==> config.mk <==
export PLATFORM = sky130hd
export DESIGN_NAME = control_estacionamiento
export DESIGN_NICKNAME = d
export VERILOG_FILES = /design/src/rtl/control_estacionamiento.sv
export SDC_FILE = /design/constraint.sdc
export NUM_CORES = 1
export LEC_CHECK = 0
export CORE_MARGIN = 4
export CORE_UTILIZATION = 48
export CTS_BUF_LIST = sky130_fd_sc_hd__clkbuf_2
export DETAILED_ROUTE_END_ITERATION = 6
export PLACE_DENSITY = 0.81
export REMOVE_ABC_BUFFERS = 1
export SLEW_MARGIN = 20
export SYNTH_ARGS = -nofsm -noshare
export SYNTH_HDL_FRONTEND = slang
export SYNTH_SLANG_ARGS = --single-unit
==> constraint.sdc <==
create_clock -name clk -period 2.1 [get_ports clk]
set_input_delay 0.42 -clock clk [delete_from_list [all_inputs] [get_ports clk]]
set_output_delay 0.42 -clock clk [all_outputs]
set_load 0.05 [all_outputs]
==> src/rtl/control_estacionamiento.sv <==
// control_estacionamiento: parking-lot occupancy controller.
// Debounced entry/exit sensing, saturating count and a timed entry barrier.
module control_estacionamiento_filtro #(
  parameter int DEBOUNCE = 4
) (
  input  logic clk,
  input  logic reset,
  input  logic raw_i,
  output logic ev_o
);

  localparam int DW = $clog2(DEBOUNCE + 1);

  logic          s1_q;
  logic          s2_q;
  logic          filt_q;
  logic          filt_d;
  logic          filt_dly_q;
  logic          ev_q;
  logic [DW-1:0] cnt_q;
  logic [DW-1:0] cnt_d;

  // Filtered level flips on the DEBOUNCE-th consecutive disagreeing sample.
  always_comb begin
    cnt_d  = '0;
    filt_d = filt_q;
    if (s2_q != filt_q) begin
      if (cnt_q == DW'(DEBOUNCE - 1)) begin
        filt_d = s2_q;
      end else begin
        cnt_d = cnt_q + 1'b1;
      end
    end
  end

  always_ff @(posedge clk) begin
    if (reset) begin
      s1_q       <= 1'b0;
      s2_q       <= 1'b0;
      filt_q     <= 1'b0;
      filt_dly_q <= 1'b0;
      cnt_q      <= '0;
      ev_q       <= 1'b0;
    end else begin
      s1_q       <= raw_i;
      s2_q       <= s1_q;
      filt_q     <= filt_d;
      cnt_q      <= cnt_d;
      filt_dly_q <= filt_q;
      ev_q       <= filt_q & ~filt_dly_q;
    end
  end

  assign ev_o = ev_q;

endmodule

module control_estacionamiento #(
  parameter  int CAPACIDAD   = 8,
  parameter  int UMBRAL_CASI = 6,
  parameter  int DEBOUNCE    = 4,
  parameter  int T_BARRERA   = 16,
  localparam int CW          = $clog2(CAPACIDAD + 1)
) (
  input  logic          clk,
  input  logic          reset,
  input  logic          auto_entra,
  input  logic          auto_sale,
  output logic [CW-1:0] count,
  output logic          lleno,
  output logic          vacio,
  output logic          casi_lleno,
  output logic          barrera_abierta,
  output logic          rechazo,
  output logic          error_sale,
  output logic [7:0]    total_rechazos
);

  localparam int TW = (T_BARRERA > 1) ? $clog2(T_BARRERA) : 1;

  typedef enum logic {
    ESPERA,
    ABIERTA
  } estado_t;

  logic          ev_entra;
  logic          ev_sale;
  logic          sal_ok;
  logic          ent_ok;
  logic          rech_d;
  logic [CW-1:0] count_q;
  logic [CW-1:0] count_d;
  logic          lleno_q;
  logic          vacio_q;
  logic          casi_q;
  logic          rech_q;
  logic          err_q;
  logic [7:0]    tot_q;
  estado_t       est_q;
  logic [TW-1:0] tmr_q;
  logic          bar_q;

  control_estacionamiento_filtro #(
    .DEBOUNCE (DEBOUNCE)
  ) u_f_entra (
    .clk   (clk),
    .reset (reset),
    .raw_i (auto_entra),
    .ev_o  (ev_entra)
  );

  control_estacionamiento_filtro #(
    .DEBOUNCE (DEBOUNCE)
  ) u_f_sale (
    .clk   (clk),
    .reset (reset),
    .raw_i (auto_sale),
    .ev_o  (ev_sale)
  );

  // An exit frees a slot in the same cycle, so a full lot can still accept.
  always_comb begin
    sal_ok  = ev_sale && (count_q != '0);
    ent_ok  = ev_entra && ((count_q < CW'(CAPACIDAD)) || sal_ok);
    rech_d  = ev_entra && !ent_ok;
    count_d = count_q;
    unique case (1'b1)
      (ent_ok && !sal_ok): count_d = count_q + 1'b1;
      (sal_ok && !ent_ok): count_d = count_q - 1'b1;
      default:             count_d = count_q;
    endcase
  end

  always_ff @(posedge clk) begin
    if (reset) begin
      count_q <= '0;
      lleno_q <= 1'b0;
      vacio_q <= 1'b1;
      casi_q  <= (UMBRAL_CASI == 0);
      rech_q  <= 1'b0;
      err_q   <= 1'b0;
      tot_q   <= '0;
    end else begin
      count_q <= count_d;
      lleno_q <= (count_d == CW'(CAPACIDAD));
      vacio_q <= (count_d == '0);
      casi_q  <= (count_d >= CW'(UMBRAL_CASI));
      rech_q  <= rech_d;
      err_q   <= ev_sale && (count_q == '0);
      if (rech_d && (tot_q != 8'hFF)) begin
        tot_q <= tot_q + 8'd1;
      end
    end
  end

  // Barrier stays open T_BARRERA cycles after the latest accepted entry.
  always_ff @(posedge clk) begin
    if (reset) begin
      est_q <= ESPERA;
      tmr_q <= '0;
      bar_q <= 1'b0;
    end else begin
      unique case (est_q)
        ESPERA: begin
          if (ent_ok) begin
            est_q <= ABIERTA;
            tmr_q <= TW'(T_BARRERA - 1);
            bar_q <= 1'b1;
          end
        end
        ABIERTA: begin
          if (ent_ok) begin
            tmr_q <= TW'(T_BARRERA - 1);
          end else if (tmr_q == '0) begin
            est_q <= ESPERA;
            bar_q <= 1'b0;
          end else begin
            tmr_q <= tmr_q - 1'b1;
          end
        end
        default: begin
          est_q <= ESPERA;
          bar_q <= 1'b0;
        end
      endcase
    end
  end

  assign count           = count_q;
  assign lleno           = lleno_q;
  assign vacio           = vacio_q;
  assign casi_lleno      = casi_q;
  assign barrera_abierta = bar_q;
  assign rechazo         = rech_q;
  assign error_sale      = err_q;
  assign total_rechazos  = tot_q;

endmodule
==> results.sh <==
export IMPL_grt_max_degree=18
export IMPL_stdcell_area_mm2=0.00203
export IMPL_switching_power_uw=253
export IMPL_synth_enable_flop_cells=0
export IMPL_post_dp_hpwl_um=2240
export IMPL_i_o_pin_count=22
export IMPL_synth_async_reset_ratio=0
export IMPL_initial_utilization=0.511
export IMPL_period_minus_slack_ps=2120
export IMPL_floorplan_rows=20
export IMPL_power_density_mw_per_mm2=544
export IMPL_mappedNetlistArea_mm2=0.00159
export IMPL_cts_htree_levels=2
export IMPL_part_of_the_yosys_area_used_for_sequential_elements=0.492
export IMPL_clock_latency_ps=400
export IMPL_placement_cell_area_mm2=0.00191
export IMPL_drt_pass1_iterations=4
export IMPL_hold_viol_final=0
export IMPL_multi_input_comb_area_um2=817
export IMPL_die_w_um=65.5
export IMPL_dr_total_vias=1230
export IMPL_grt_ovfl_total=0
export IMPL_placement_io_buffers=21
export IMPL_gp_congestion=0.832
export IMPL_post_synth_top_count_cell="dfxtp_1"
export IMPL_cell_type_of_the_slowest_stage_on_the_worst_timing_path="dfxtp_2"
export IMPL_crit_path_start_kind="register"
export IMPL_synth_top_area_frac=0.492
export IMPL_ctsRootBufferMaster="clkbuf_2"
export IMPL_synth_cells=165
export IMPL_cap_violations=0
export IMPL_drive_above_1_share=0.188
export IMPL_r2r_worst_path_cells=9
export IMPL_violations="negative setup slack"
export IMPL_grt_use_total=0.161
export IMPL_antenna_left=0
export IMPL_max_clock_path_buffers=2
export IMPL_post_drt_wl_per_cell_um=12.7
export IMPL_worstSetupPathType="register to register"
export IMPL_outcome="finished, violations left"
export IMPL_worst_slack_placed_ps=-130
export IMPL_fin_nets=214
export IMPL_route_final_wire_length_um=3130
export IMPL_clock_fmax_ghz=0.472
export IMPL_post_route_worst_setup_slack_ps=-19.9
export IMPL_synth_top_area_cell="dfxtp_1"
export IMPL_synth_ff_latch_count=39
export IMPL_p_leak_nw=0.884
export IMPL_intPower_uw=848
export IMPL_n_diodes=0
export IMPL_path_max_fanout=4
export IMPL_final_setup_viol_count=2
export IMPL_synth_top_cells_by_area="dfxtp_1, ha_1, nor2_1"
export IMPL_grt_setup_unrepaired="true"
export IMPL_comb_power_share=0.022
export IMPL_tightestPinTransition_ps=518
export IMPL_fin_skew_ps=23.9
export IMPL_synth_lib_cells_used_distinct=32
export IMPL_drc=0
export IMPL_max_vdd_ir_drop_mv=0.465
export IMPL_clk_pin_slew_ps=200
export IMPL_clockPowerShare=0.299
export IMPL_avgSynthCellArea_um2=9.62
export IMPL_sinks_on_clock_net=39
export IMPL_p_seq_frac=0.679
export IMPL_crit_path_end_kind="register"
export IMPL_timing_critical_path_arrival_ps=2450
export IMPL_min_delay_path_class="register to register"
export IMPL_fp_dieH_um=65.5
export IMPL_synthFlopType="dfxtp_1"
export IMPL_cts_tree="yes"
export IMPL_layout_area_seq_um2=783
export IMPL_synth_top_cells_by_count="dfxtp_1, nor2_1, nor2b_1"
export IMPL_die_area_mm2=0.00429
export IMPL_final_max_slew_violation_count=0
export IMPL_worstHoldPathCells=1
export IMPL_worst_endpoint_required_time_ps=2430
export IMPL_timing_max_slew_rel_slack=0.654
export IMPL_timing_critical_path_cells="nor3_4, a21boi_2, ha_2, and2b_1, a31oi_1, o32ai_2, mux2i_2, inv_2, and2_4"
export IMPL_drt_iter0_drc=49
export IMPL_finalCritPeriodShare=1.01
export IMPL_synth_warning_count=0
export IMPL_power_switching_share=0.230
export IMPL_first_pass_grt_wire_length_um=5200
export IMPL_antenna_found_initial=0
export IMPL_cts_buffers_inserted=5
export IMPL_design_core_area_mm2=0.00310
export IMPL_cp_slowest_stage_delay_ps=380
export IMPL_first_global_vias=1254
export IMPL_via_per_inst=5.00
export IMPL_finalCoreUtilization=0.653
export IMPL_synthToLayoutAreaGrowth_pct=27.7
export IMPL_fill_cells=246
-- sequential cells by signal, summed over array words and instances (netlist names) --
register and cells:
total_rechazos 8, u_f_entra.s2_q 1, barrera_abierta 1, error_sale 1, lleno 1, u_f_entra.ev_o 1, u_f_sale.s1_q 1, vacio 1
u_f_sale.filt_dly_q 1, u_f_entra.s1_q 1, u_f_entra.cnt_q 3, est_q 1, u_f_entra.filt_q 1, u_f_sale.s2_q 1, count 4, u_f_sale.filt_q 1
u_f_sale.cnt_q 3, casi_lleno 1, rechazo 1, tmr_q 4, u_f_entra.filt_dly_q 1, u_f_sale.ev_o 1
-- power groups by stage --
| stage | combinational (mW) | sequential, mW | clock, mW |
|---|---|---|---|
| floorplan | 0.00640 | 0.763 | 0 |
| global placement | 0.0232 | 0.763 | 0 |
| detailed placement | 0.0242 | 0.763 | 0 |
| CTS | 0.0245 | 0.748 | 0.341 |
| global route | 0.0270 | 0.749 | 0.376 |
| finish | 0.0245 | 0.748 | 0.329 |
-- area by class of cell --
type | count | area share
clock inverter | 1 | 0.00247
sequential | 39 | 0.387
multi-input combinational | 113 | 0.403
clock buffer | 7 | 0.0173
timing repair buffer | 33 | 0.146
inverter | 9 | 0.0167
tap | 44 | 0.0272
-- timing repair --
item	in CTS	in global routing
resized for setup	16	12
setup buffers	0	2
hold buffers	0	0
gates cloned	0	0
pin swaps	1	7
endpoints found under the setup margin	13	8
-- worst paths after layout --
path	from	to	slack, ps
max	count[0]$_SDFF_PP0_	lleno$_SDFF_PP0_	-20
min	u_f_entra.filt_dly_q$_SDFF_PP0_	u_f_entra.ev_o$_SDFF_PP0_	390
max reg2reg	count[0]$_SDFF_PP0_	lleno$_SDFF_PP0_	-20
min reg2reg	u_f_entra.filt_dly_q$_SDFF_PP0_	u_f_entra.ev_o$_SDFF_PP0_	390
-- stage by stage --
step	power, mW	cells	hold WS (ps)	setup TNS, ps
final	1.10	246	389	-28.2
after global routing	1.15	246	412	-385
after CTS	1.11	244	382	-59.4
after detailed placement	0.787	236	380	-404
after global placement	0.786	236	373	0
after floorplan	0.769	161	367	-2520
-- critical path, delay by kind of cell, from the launching register on --
kind | cells | cell delay (ps)
and+or+nand+nor | 3 | 530
AOI/OAI and AO/OA | 3 | 520
DFF | 1 | 380
muxes | 1 | 340
adders and majority gates | 1 | 210
buffers and inverters | 1 | 60
-- cell families (layout without fill, tap and decap cells) --
family | after synthesis | after routing | synth area share
and+or+nand+nor | 65 | 65 | 0.207
AOI/OAI and AO/OA | 19 | 19 | 0.0828
DFF | 39 | 39 | 0.492
muxes | 6 | 6 | 0.0379
buffers and inverters | 13 | 50 | 0.0315
adders and majority gates | 9 | 9 | 0.0710
xor gates and xnor gates | 14 | 14 | 0.0773
-- routing by layer --
metal / vias up / track usage / part of all wire
li1: 620 / - / -
met1: 584 / 0.148 / 0.39
met2: 19 / 0.296 / 0.55
met3: 7 / 0.0684 / 0.042
met4: 0 / 0.0855 / 0.019
met5: - / 0 / 0
-- placed cells by master, fill, tap and decap left out, types with 2 or more instances in the layout --
cell type        netlist  routed
dfxtp_1               39      37
or3_1                  3       3
inv_1                  7       7
xor2_1                 8       7
clkdlybuf4s50_1        0       9
xnor2_1                6       5
a31oi_1                2       2
inv_2                  2       2
buf_4                  0      12
nor2b_1               11      11
dlymetal6s2s_1         0       3
nor3b_1                2       2
dlygate4sd2_1          0       9
nor3_1                 4       3
nor2_1                25      24
ha_1                   9       6
clkbuf_2               0       7
mux2i_1                6       5
nand4_1                3       3
dfxtp_2                0       2
ha_2                   0       3
and3_1                 2       2
nand2_1                9       9
a21oi_1                8       7
No activity file was read; power rests on OpenSTA's default activity.
